<file path="src/rtl/ram_arb_pkg.sv">
// Shared types and constants for the two-requester RAM port arbiter.
package ram_arb_pkg;

  typedef enum logic [1:0] {
    OWN_NONE = 2'd0,
    OWN_A    = 2'd1,
    OWN_B    = 2'd2
  } owner_e;

  localparam int CLockCntLen = 4;

  localparam int CAddrLenDef = 11;
  localparam int CDataLenDef = 8;
  localparam int CLockMaxDef = 4;

endpackage

</file>
<file path="src/rtl/ram_arb2_if.sv">
// Requester A/B handshake plus the shared RAM port.
interface ram_arb2_if #(
  parameter int CAddrLen = 11,
  parameter int CDataLen = 8
);

  logic                AReqA;
  logic                ALockA;
  logic                AWrA;
  logic [CAddrLen-1:0] AAddrA;
  logic [CDataLen-1:0] AMosiA;
  logic                AAckA;
  logic                ARdVldA;
  logic [CDataLen-1:0] AMisoA;

  logic                AReqB;
  logic                ALockB;
  logic                AWrB;
  logic [CAddrLen-1:0] AAddrB;
  logic [CDataLen-1:0] AMosiB;
  logic                AAckB;
  logic                ARdVldB;
  logic [CDataLen-1:0] AMisoB;

  logic [CAddrLen-1:0] ARamAddr;
  logic [CDataLen-1:0] ARamMosi;
  logic                ARamWrEn;
  logic                ARamRdEn;
  logic [CDataLen-1:0] ARamMiso;

  modport master (
    output AReqA, ALockA, AWrA, AAddrA, AMosiA,
    output AReqB, ALockB, AWrB, AAddrB, AMosiB,
    output ARamMiso,
    input  AAckA, ARdVldA, AMisoA,
    input  AAckB, ARdVldB, AMisoB,
    input  ARamAddr, ARamMosi, ARamWrEn, ARamRdEn
  );

  modport slave (
    input  AReqA, ALockA, AWrA, AAddrA, AMosiA,
    input  AReqB, ALockB, AWrB, AAddrB, AMosiB,
    input  ARamMiso,
    output AAckA, ARdVldA, AMisoA,
    output AAckB, ARdVldB, AMisoB,
    output ARamAddr, ARamMosi, ARamWrEn, ARamRdEn
  );

endinterface

</file>
<file path="src/rtl/ram_arb2_rr_pick2.sv">
// Two-way round-robin pick; an active lock keeps the last winner.
module rr_pick2 (
  input  logic req_a_i,
  input  logic req_b_i,
  input  logic last_b_i,
  input  logic lock_act_i,
  output logic gnt_a_o,
  output logic gnt_b_o,
  output logic last_b_o
);

  logic both_a;

  // Under contention: locked owner keeps it, else the one not served last.
  assign both_a = lock_act_i ? !last_b_i : last_b_i;

  always_comb begin
    gnt_a_o = 1'b0;
    gnt_b_o = 1'b0;
    unique case (1'b1)
      (req_a_i && !req_b_i): gnt_a_o = 1'b1;
      (req_b_i && !req_a_i): gnt_b_o = 1'b1;
      (req_a_i && req_b_i): begin
        gnt_a_o = both_a;
        gnt_b_o = !both_a;
      end
      default: ;
    endcase
  end

  always_comb begin
    last_b_o = last_b_i;
    if (gnt_a_o) last_b_o = 1'b0;
    if (gnt_b_o) last_b_o = 1'b1;
  end

endmodule

</file>
<file path="src/rtl/ram_arb2.sv">
// Round-robin arbiter with bounded lock sharing one RAM port.
module ram_arb2
  import ram_arb_pkg::*;
#(
  parameter int CAddrLen = CAddrLenDef,
  parameter int CDataLen = CDataLenDef,
  parameter int CLockMax = CLockMaxDef
) (
  input logic         AClk,
  input logic         AResetN,
  ram_arb2_if.slave   bus
);

  localparam logic [CLockCntLen-1:0] LockMax =
    CLockCntLen'(CLockMax);
  localparam logic [CLockCntLen-1:0] CntOne =
    CLockCntLen'(1);

  logic                   last_q, last_d;
  logic [CLockCntLen-1:0] lock_cnt_q, lock_cnt_d;
  owner_e                 rd_own_q, rd_own_d;

  logic req_a, req_b;
  logic gnt_a, gnt_b, grant;
  logic lock_act;
  logic win_lock, other_req, win_wr;

  // No grants while reset is asserted.
  assign req_a = bus.AReqA & AResetN;
  assign req_b = bus.AReqB & AResetN;

  assign lock_act = (lock_cnt_q != '0) && (lock_cnt_q < LockMax);

  rr_pick2 u_pick (
    .req_a_i    (req_a),
    .req_b_i    (req_b),
    .last_b_i   (last_q),
    .lock_act_i (lock_act),
    .gnt_a_o    (gnt_a),
    .gnt_b_o    (gnt_b),
    .last_b_o   (last_d)
  );

  assign grant     = gnt_a | gnt_b;
  assign win_lock  = gnt_a ? bus.ALockA : bus.ALockB;
  assign other_req = gnt_a ? bus.AReqB : bus.AReqA;
  assign win_wr    = gnt_a ? bus.AWrA : bus.AWrB;

  always_comb begin
    lock_cnt_d = '0;
    if (grant && win_lock && other_req) begin
      lock_cnt_d = (gnt_b == last_q) ? lock_cnt_q + CntOne : CntOne;
    end
  end

  always_comb begin
    rd_own_d = OWN_NONE;
    if (gnt_a && !bus.AWrA) rd_own_d = OWN_A;
    if (gnt_b && !bus.AWrB) rd_own_d = OWN_B;
  end

  always_ff @(posedge AClk or negedge AResetN) begin
    if (!AResetN) begin
      last_q     <= 1'b1;
      lock_cnt_q <= '0;
      rd_own_q   <= OWN_NONE;
    end else begin
      last_q     <= last_d;
      lock_cnt_q <= lock_cnt_d;
      rd_own_q   <= rd_own_d;
    end
  end

  assign bus.AAckA = gnt_a;
  assign bus.AAckB = gnt_b;

  assign bus.ARamWrEn = grant & win_wr;
  assign bus.ARamRdEn = grant & !win_wr;
  assign bus.ARamAddr = gnt_a ? bus.AAddrA :
                        gnt_b ? bus.AAddrB : '0;
  assign bus.ARamMosi = gnt_a ? bus.AMosiA :
                        gnt_b ? bus.AMosiB : '0;

  assign bus.ARdVldA = (rd_own_q == OWN_A);
  assign bus.ARdVldB = (rd_own_q == OWN_B);
  assign bus.AMisoA  = bus.ARdVldA ? bus.ARamMiso : '0;
  assign bus.AMisoB  = bus.ARdVldB ? bus.ARamMiso : '0;

endmodule
</file>
<file path="src/flat_wrapper.sv">
// flat-port wrapper written by rule: the top's interface ports become plain ports
module ram_arb2_flat import ram_arb_pkg::*;
#(
  parameter int CAddrLen = CAddrLenDef,
  parameter int CDataLen = CDataLenDef,
  parameter int CLockMax = CLockMaxDef
)
  (AClk, AResetN, bus_AReqA, bus_ALockA, bus_AWrA, bus_AAddrA, bus_AMosiA, bus_AReqB, bus_ALockB, bus_AWrB, bus_AAddrB, bus_AMosiB, bus_ARamMiso, bus_AAckA, bus_ARdVldA, bus_AMisoA, bus_AAckB, bus_ARdVldB, bus_AMisoB, bus_ARamAddr, bus_ARamMosi, bus_ARamWrEn, bus_ARamRdEn);
  ram_arb2_if #(.CAddrLen(CAddrLen), .CDataLen(CDataLen)) bus_i ();
  input logic AClk;
  input logic AResetN;
  input wire logic [$bits(bus_i.AReqA)-1:0] bus_AReqA;
  input wire logic [$bits(bus_i.ALockA)-1:0] bus_ALockA;
  input wire logic [$bits(bus_i.AWrA)-1:0] bus_AWrA;
  input wire logic [$bits(bus_i.AAddrA)-1:0] bus_AAddrA;
  input wire logic [$bits(bus_i.AMosiA)-1:0] bus_AMosiA;
  input wire logic [$bits(bus_i.AReqB)-1:0] bus_AReqB;
  input wire logic [$bits(bus_i.ALockB)-1:0] bus_ALockB;
  input wire logic [$bits(bus_i.AWrB)-1:0] bus_AWrB;
  input wire logic [$bits(bus_i.AAddrB)-1:0] bus_AAddrB;
  input wire logic [$bits(bus_i.AMosiB)-1:0] bus_AMosiB;
  input wire logic [$bits(bus_i.ARamMiso)-1:0] bus_ARamMiso;
  output wire logic [$bits(bus_i.AAckA)-1:0] bus_AAckA;
  output wire logic [$bits(bus_i.ARdVldA)-1:0] bus_ARdVldA;
  output wire logic [$bits(bus_i.AMisoA)-1:0] bus_AMisoA;
  output wire logic [$bits(bus_i.AAckB)-1:0] bus_AAckB;
  output wire logic [$bits(bus_i.ARdVldB)-1:0] bus_ARdVldB;
  output wire logic [$bits(bus_i.AMisoB)-1:0] bus_AMisoB;
  output wire logic [$bits(bus_i.ARamAddr)-1:0] bus_ARamAddr;
  output wire logic [$bits(bus_i.ARamMosi)-1:0] bus_ARamMosi;
  output wire logic [$bits(bus_i.ARamWrEn)-1:0] bus_ARamWrEn;
  output wire logic [$bits(bus_i.ARamRdEn)-1:0] bus_ARamRdEn;
  assign bus_i.AReqA = bus_AReqA;
  assign bus_i.ALockA = bus_ALockA;
  assign bus_i.AWrA = bus_AWrA;
  assign bus_i.AAddrA = bus_AAddrA;
  assign bus_i.AMosiA = bus_AMosiA;
  assign bus_i.AReqB = bus_AReqB;
  assign bus_i.ALockB = bus_ALockB;
  assign bus_i.AWrB = bus_AWrB;
  assign bus_i.AAddrB = bus_AAddrB;
  assign bus_i.AMosiB = bus_AMosiB;
  assign bus_i.ARamMiso = bus_ARamMiso;
  assign bus_AAckA = bus_i.AAckA;
  assign bus_ARdVldA = bus_i.ARdVldA;
  assign bus_AMisoA = bus_i.AMisoA;
  assign bus_AAckB = bus_i.AAckB;
  assign bus_ARdVldB = bus_i.ARdVldB;
  assign bus_AMisoB = bus_i.AMisoB;
  assign bus_ARamAddr = bus_i.ARamAddr;
  assign bus_ARamMosi = bus_i.ARamMosi;
  assign bus_ARamWrEn = bus_i.ARamWrEn;
  assign bus_ARamRdEn = bus_i.ARamRdEn;
  ram_arb2 #(.CAddrLen(CAddrLen), .CDataLen(CDataLen), .CLockMax(CLockMax)) u_core (.AClk(AClk), .AResetN(AResetN), .bus(bus_i));
endmodule
</file>
<file path="config.mk">
export PLATFORM = sky130hd
export DESIGN_NAME = ram_arb2_flat
export DESIGN_NICKNAME = d
export VERILOG_FILES = /design/src/rtl/ram_arb_pkg.sv /design/src/rtl/ram_arb2_if.sv /design/src/rtl/ram_arb2_rr_pick2.sv /design/src/rtl/ram_arb2.sv /design/src/flat_wrapper.sv
export SDC_FILE = /design/constraint.sdc
export NUM_CORES = 1
export LEC_CHECK = 0
export BUFFER_PORTS_ARGS = -buffer_cell sky130_fd_sc_hd__buf_2
export CAP_MARGIN = 10
export CORE_ASPECT_RATIO = 0.9
export CORE_MARGIN = 2
export CORE_UTILIZATION = 43
export DETAILED_ROUTE_END_ITERATION = 6
export HOLD_SLACK_MARGIN = 0.08
export PLACE_DENSITY = 0.95
export RECOVER_POWER = 25
export SYNTH_ARGS = -nofsm -noshare
export SYNTH_HDL_FRONTEND = slang
export SYNTH_SLANG_ARGS = --single-unit
</file>
<file path="constraint.sdc">
create_clock -name AClk -period 3.4 [get_ports AClk]
set_input_delay 0.17 -clock AClk [delete_from_list [all_inputs] [get_ports AClk]]
set_output_delay 0.17 -clock AClk [all_outputs]
set_load 0.005 [all_outputs]
</file>
==> out/results.tsv <==
stage	metric	value	unit
outcome	run_status	finished clean	
clocking	cts-root-to-sink-buffers	2	
synth	synthesis.instances	186	
placed_design	dp_worst_setup_slack	1149	ps
critical_path	critical_path.max_stage_delay	780	ps
min_path	worstHoldStart	bus_AWrA	
clocking	worst_skew_pair.late_latency	250	ps
synth	post_synth_num_cell_types	31	
floorplanning	floorplan.die.width	60.09	um
drt	detailedRoute.firstIterationViolations	59	
finish	antenna-diode-count	0	
drt	detail_route.first_pass.iterations	4	
grt	global_route_congestion_overflow_total	0	
finish	final_layout_size_suffix_gt1_frac	0.3916	
floorplanning	floorplan.io_pins	95	
sta	post-route-min-period	2534	ps
finish	num-nets-final	320	
grt	globalRouteMet2Util	0.3895	
sta	hold-worst-slack	127.9	ps
floorplanning	core_region_area	0.002725	sq mm
sta	worst_slew_margin_rel	0.07843	
grt	grt_pass1_vias	1307	
drt	vias	1628	
floorplanning	placement_rows	18	
critical_path	critical_path.reg2reg.startpoint	u_core.lock_cnt_q[0]$_DFF_PN0_	
sta	max_clock_freq	394.6	MHz
drt	finalWirelength	3.742	mm
grt	grt_max_degree	34	
floorplanning	initial_standard_cell_utilization_of_the_core	0.4467	
sta	tightestPinTransition	1382	ps
floorplanning	die_y	54.48	um
clocking	numCtsBuffers	3	
critical_path	rrSetupSlack	1360	ps
sta	unrepaired_setup_endpoints_after_global_routing	no	
sta	setup_viol	0	
critical_path	cpLargestDelayFamily	simple AND/OR/NAND/NOR gates	
clocking	clk_root_buffer_cell	clkbuf_4	
finish	area_growth	38.13	%
synth	synth.yosys.seq_area_share	0.1449	
min_path	hold_end	u_core.rd_own_q[0]$_DFF_PN0_	
min_path	worstHoldPathCells	2	
drt	drt.antenna.violating_nets	0	
sta	setup_total_negative_slack	0	ps
critical_path	crit_required	3230	ps
critical_path	crit_arrival	2360	ps
sta	timing.final.ws_setup	865.8	ps
min_path	hold_path_class	input port to register	
grt	grt_util_all_layers	0.2215	
synth	synth_async_sr_flop_share	1.000	
placed_design	place.port_buffers	94	
critical_path	critical-path-slowest-cell	or4_1	
flow_run	maxCapViolations	0	
synth	ys_dominant_reg_cell	dfrtp_1	
synth	synthesis.area	0.001217	sq mm
drt	wl_per_cell	12.35	um
synth	yosys_warnings	0	
drt	remaining_drc_errors	0	
placed_design	gpl.final_weighted_congestion	0.7368	
sta	final_period_util	0.7453	
synth	synth_edf_count	0	
power	totalPowerFinal	0.3563	mW
critical_path	worstSetupPathType	register to primary output	
clocking	h-tree-depth	1	
sta	final-max-slew-violation-count	0	
grt	met3_usage	0.03310	
clocking	cts_tree	yes	
synth	synth_seq_cells	7	
clocking	setup_buffers_after_cts	0	
critical_path	worst-r2r-cell-count	5	
drt	routed_via_density	5.373	
synth	mappedNetlistNets	242	
sta	finalClockSkew	1.537	ps
grt	grt.busiest_layer	met2	
floorplanning	dieArea	0.003273	sq mm
critical_path	critPathLaunchType	register	
power	ir_worst_vdd	0.0001207	V
critical_path	path_buf_inv	2	
critical_path	crit_path_max_fanout	23	
critical_path	end_kind	primary output	
sta	timing.final.hold_violations	0	
critical_path	critical_path.cell_chain	inv_1, ha_1, or4_1, a311oi_1, o21a_1, buf_2	
finish	final_core_utilization	0.6171	
power	power.density_cell_area	211.9	mW/mm^2
synth	avgSynthCellArea	6.545	sq um
clocking	clk_pin_slew	50	ps
grt	met1_track_demand_over_resource_in_global_routing	0.2698	
placed_design	sum_of_net_half_perimeters_after_detailed_placement	2.834	mm
grt	antenna_found_initial	0	
critical_path	crit-reg2reg-capture	u_core.rd_own_q[0]$_DFF_PN0_	
clocking	cts_num_sinks	7	
power	total_leakage_power	0.8788	nW
grt	grt_first_pass_wirelength	5.506	mm
-- cells in the mapped netlist (2+ instances only) --
| master | n | area [sq um] |
|---|---|---|
| nor3_1 | 3 | 15.01 |
| inv_1 | 4 | 15.01 |
| ha_1 | 2 | 25.02 |
| a21oi_1 | 3 | 15.01 |
| buf_6 | 3 | 33.78 |
| nor2b_1 | 2 | 12.51 |
| nand2_1 | 43 | 161.4 |
| buf_2 | 3 | 15.01 |
| mux2i_1 | 2 | 20.02 |
| o21a_1 | 21 | 157.7 |
| dfrtp_1 | 6 | 150.1 |
| nor2_1 | 2 | 7.510 |
| a211oi_1 | 20 | 150.1 |
| and2_1 | 18 | 112.6 |
| a31oi_1 | 21 | 131.4 |
| clkbuf_1 | 18 | 67.56 |
-- power breakdown --
part           switching [mW]  leakage, nW  internal [mW]
clock network          0.0278       0.0150         0.0446
logic                   0.103        0.773         0.0859
registers             0.00628       0.0910         0.0892
total                   0.137        0.879          0.220
-- repair_timing --
| item | 4_1_cts | 5_1_grt |
|---|---|---|
| endpoints found under the hold margin | 6 | 0 |
| gates resized for setup | 0 | 0 |
| hold buffers | 1 | 0 |
-- worst max-delay path by stage --
stage,startpoint,end,slack [ps],cells after the start
after global placement,u_core.lock_cnt_q[0]$_DFF_PN0_,bus_ARamRdEn,1200,6
after floorplan,u_core.lock_cnt_q[0]$_DFF_PN0_,bus_ARamAddr[0],1670,6
final,u_core.lock_cnt_q[0]$_DFF_PN0_,bus_ARamRdEn,870,6
after detailed placement,u_core.lock_cnt_q[0]$_DFF_PN0_,bus_ARamRdEn,1150,6
after CTS,u_core.lock_cnt_q[0]$_DFF_PN0_,bus_ARamRdEn,880,6
after global routing,u_core.lock_cnt_q[0]$_DFF_PN0_,bus_ARamRdEn,680,6
-- worst register-to-register path, cell delays in order (launching register included) --
cell	delay, ps
dfrtp_1	360
inv_1	50
ha_1	250
or4_1	780
and3_1	350
nor3_1	170
-- cell usage in the layout, fill, tap and decap left out, types with 4 or more instances in the layout --
| cell type | netlist | final |
|---|---|---|
| a211oi_1 | 20 | 20 |
| a31oi_1 | 21 | 21 |
| and2_1 | 18 | 18 |
| buf_2 | 3 | 90 |
| clkbuf_1 | 18 | 4 |
| dfrtp_1 | 6 | 6 |
| inv_1 | 4 | 4 |
| nand2_1 | 43 | 43 |
| o21a_1 | 21 | 21 |
-- kinds of logic after synthesis --
group,synth area share
compound gates,0.4090
fa+ha+maj,0.02055
buf+inv,0.1110
flops,0.1449
mux,0.01644
other cells,0.003080
simple gates,0.2950
-- layer usage --
layer	vias to the layer above	part of all wire
li1	817	-
met5	-	0
met1	711	0.41
met4	0	0.0051
met3	2	0.11
met2	98	0.48
-- sequential cells by signal (all words and copies together), names as in the netlist --
name and cells:
u_core.lock_cnt_q 4, u_core.last_q 1, u_core.rd_own_q 2
-- cell type report --
type                            instances  area [sq um]
Fill cell                             261          1044
Multi-Input combinational cell        150         915.9
Timing Repair Buffer                   98         498.0
Sequential cell                         7         176.4
Tap cell                               40         50.05
Clock buffer                            4         26.28
Inverter                                4         15.01
-- per-stage QoR --
step / instances / cell area (sq um)
2_1_floorplan: 186 / 1217
3_3_place_gp: 298 / 1650
3_5_place_dp: 298 / 1650
4_1_cts: 303 / 1687
5_1_grt: 303 / 1682
6_report: 303 / 1682
(Power assumes the default switching activity.)
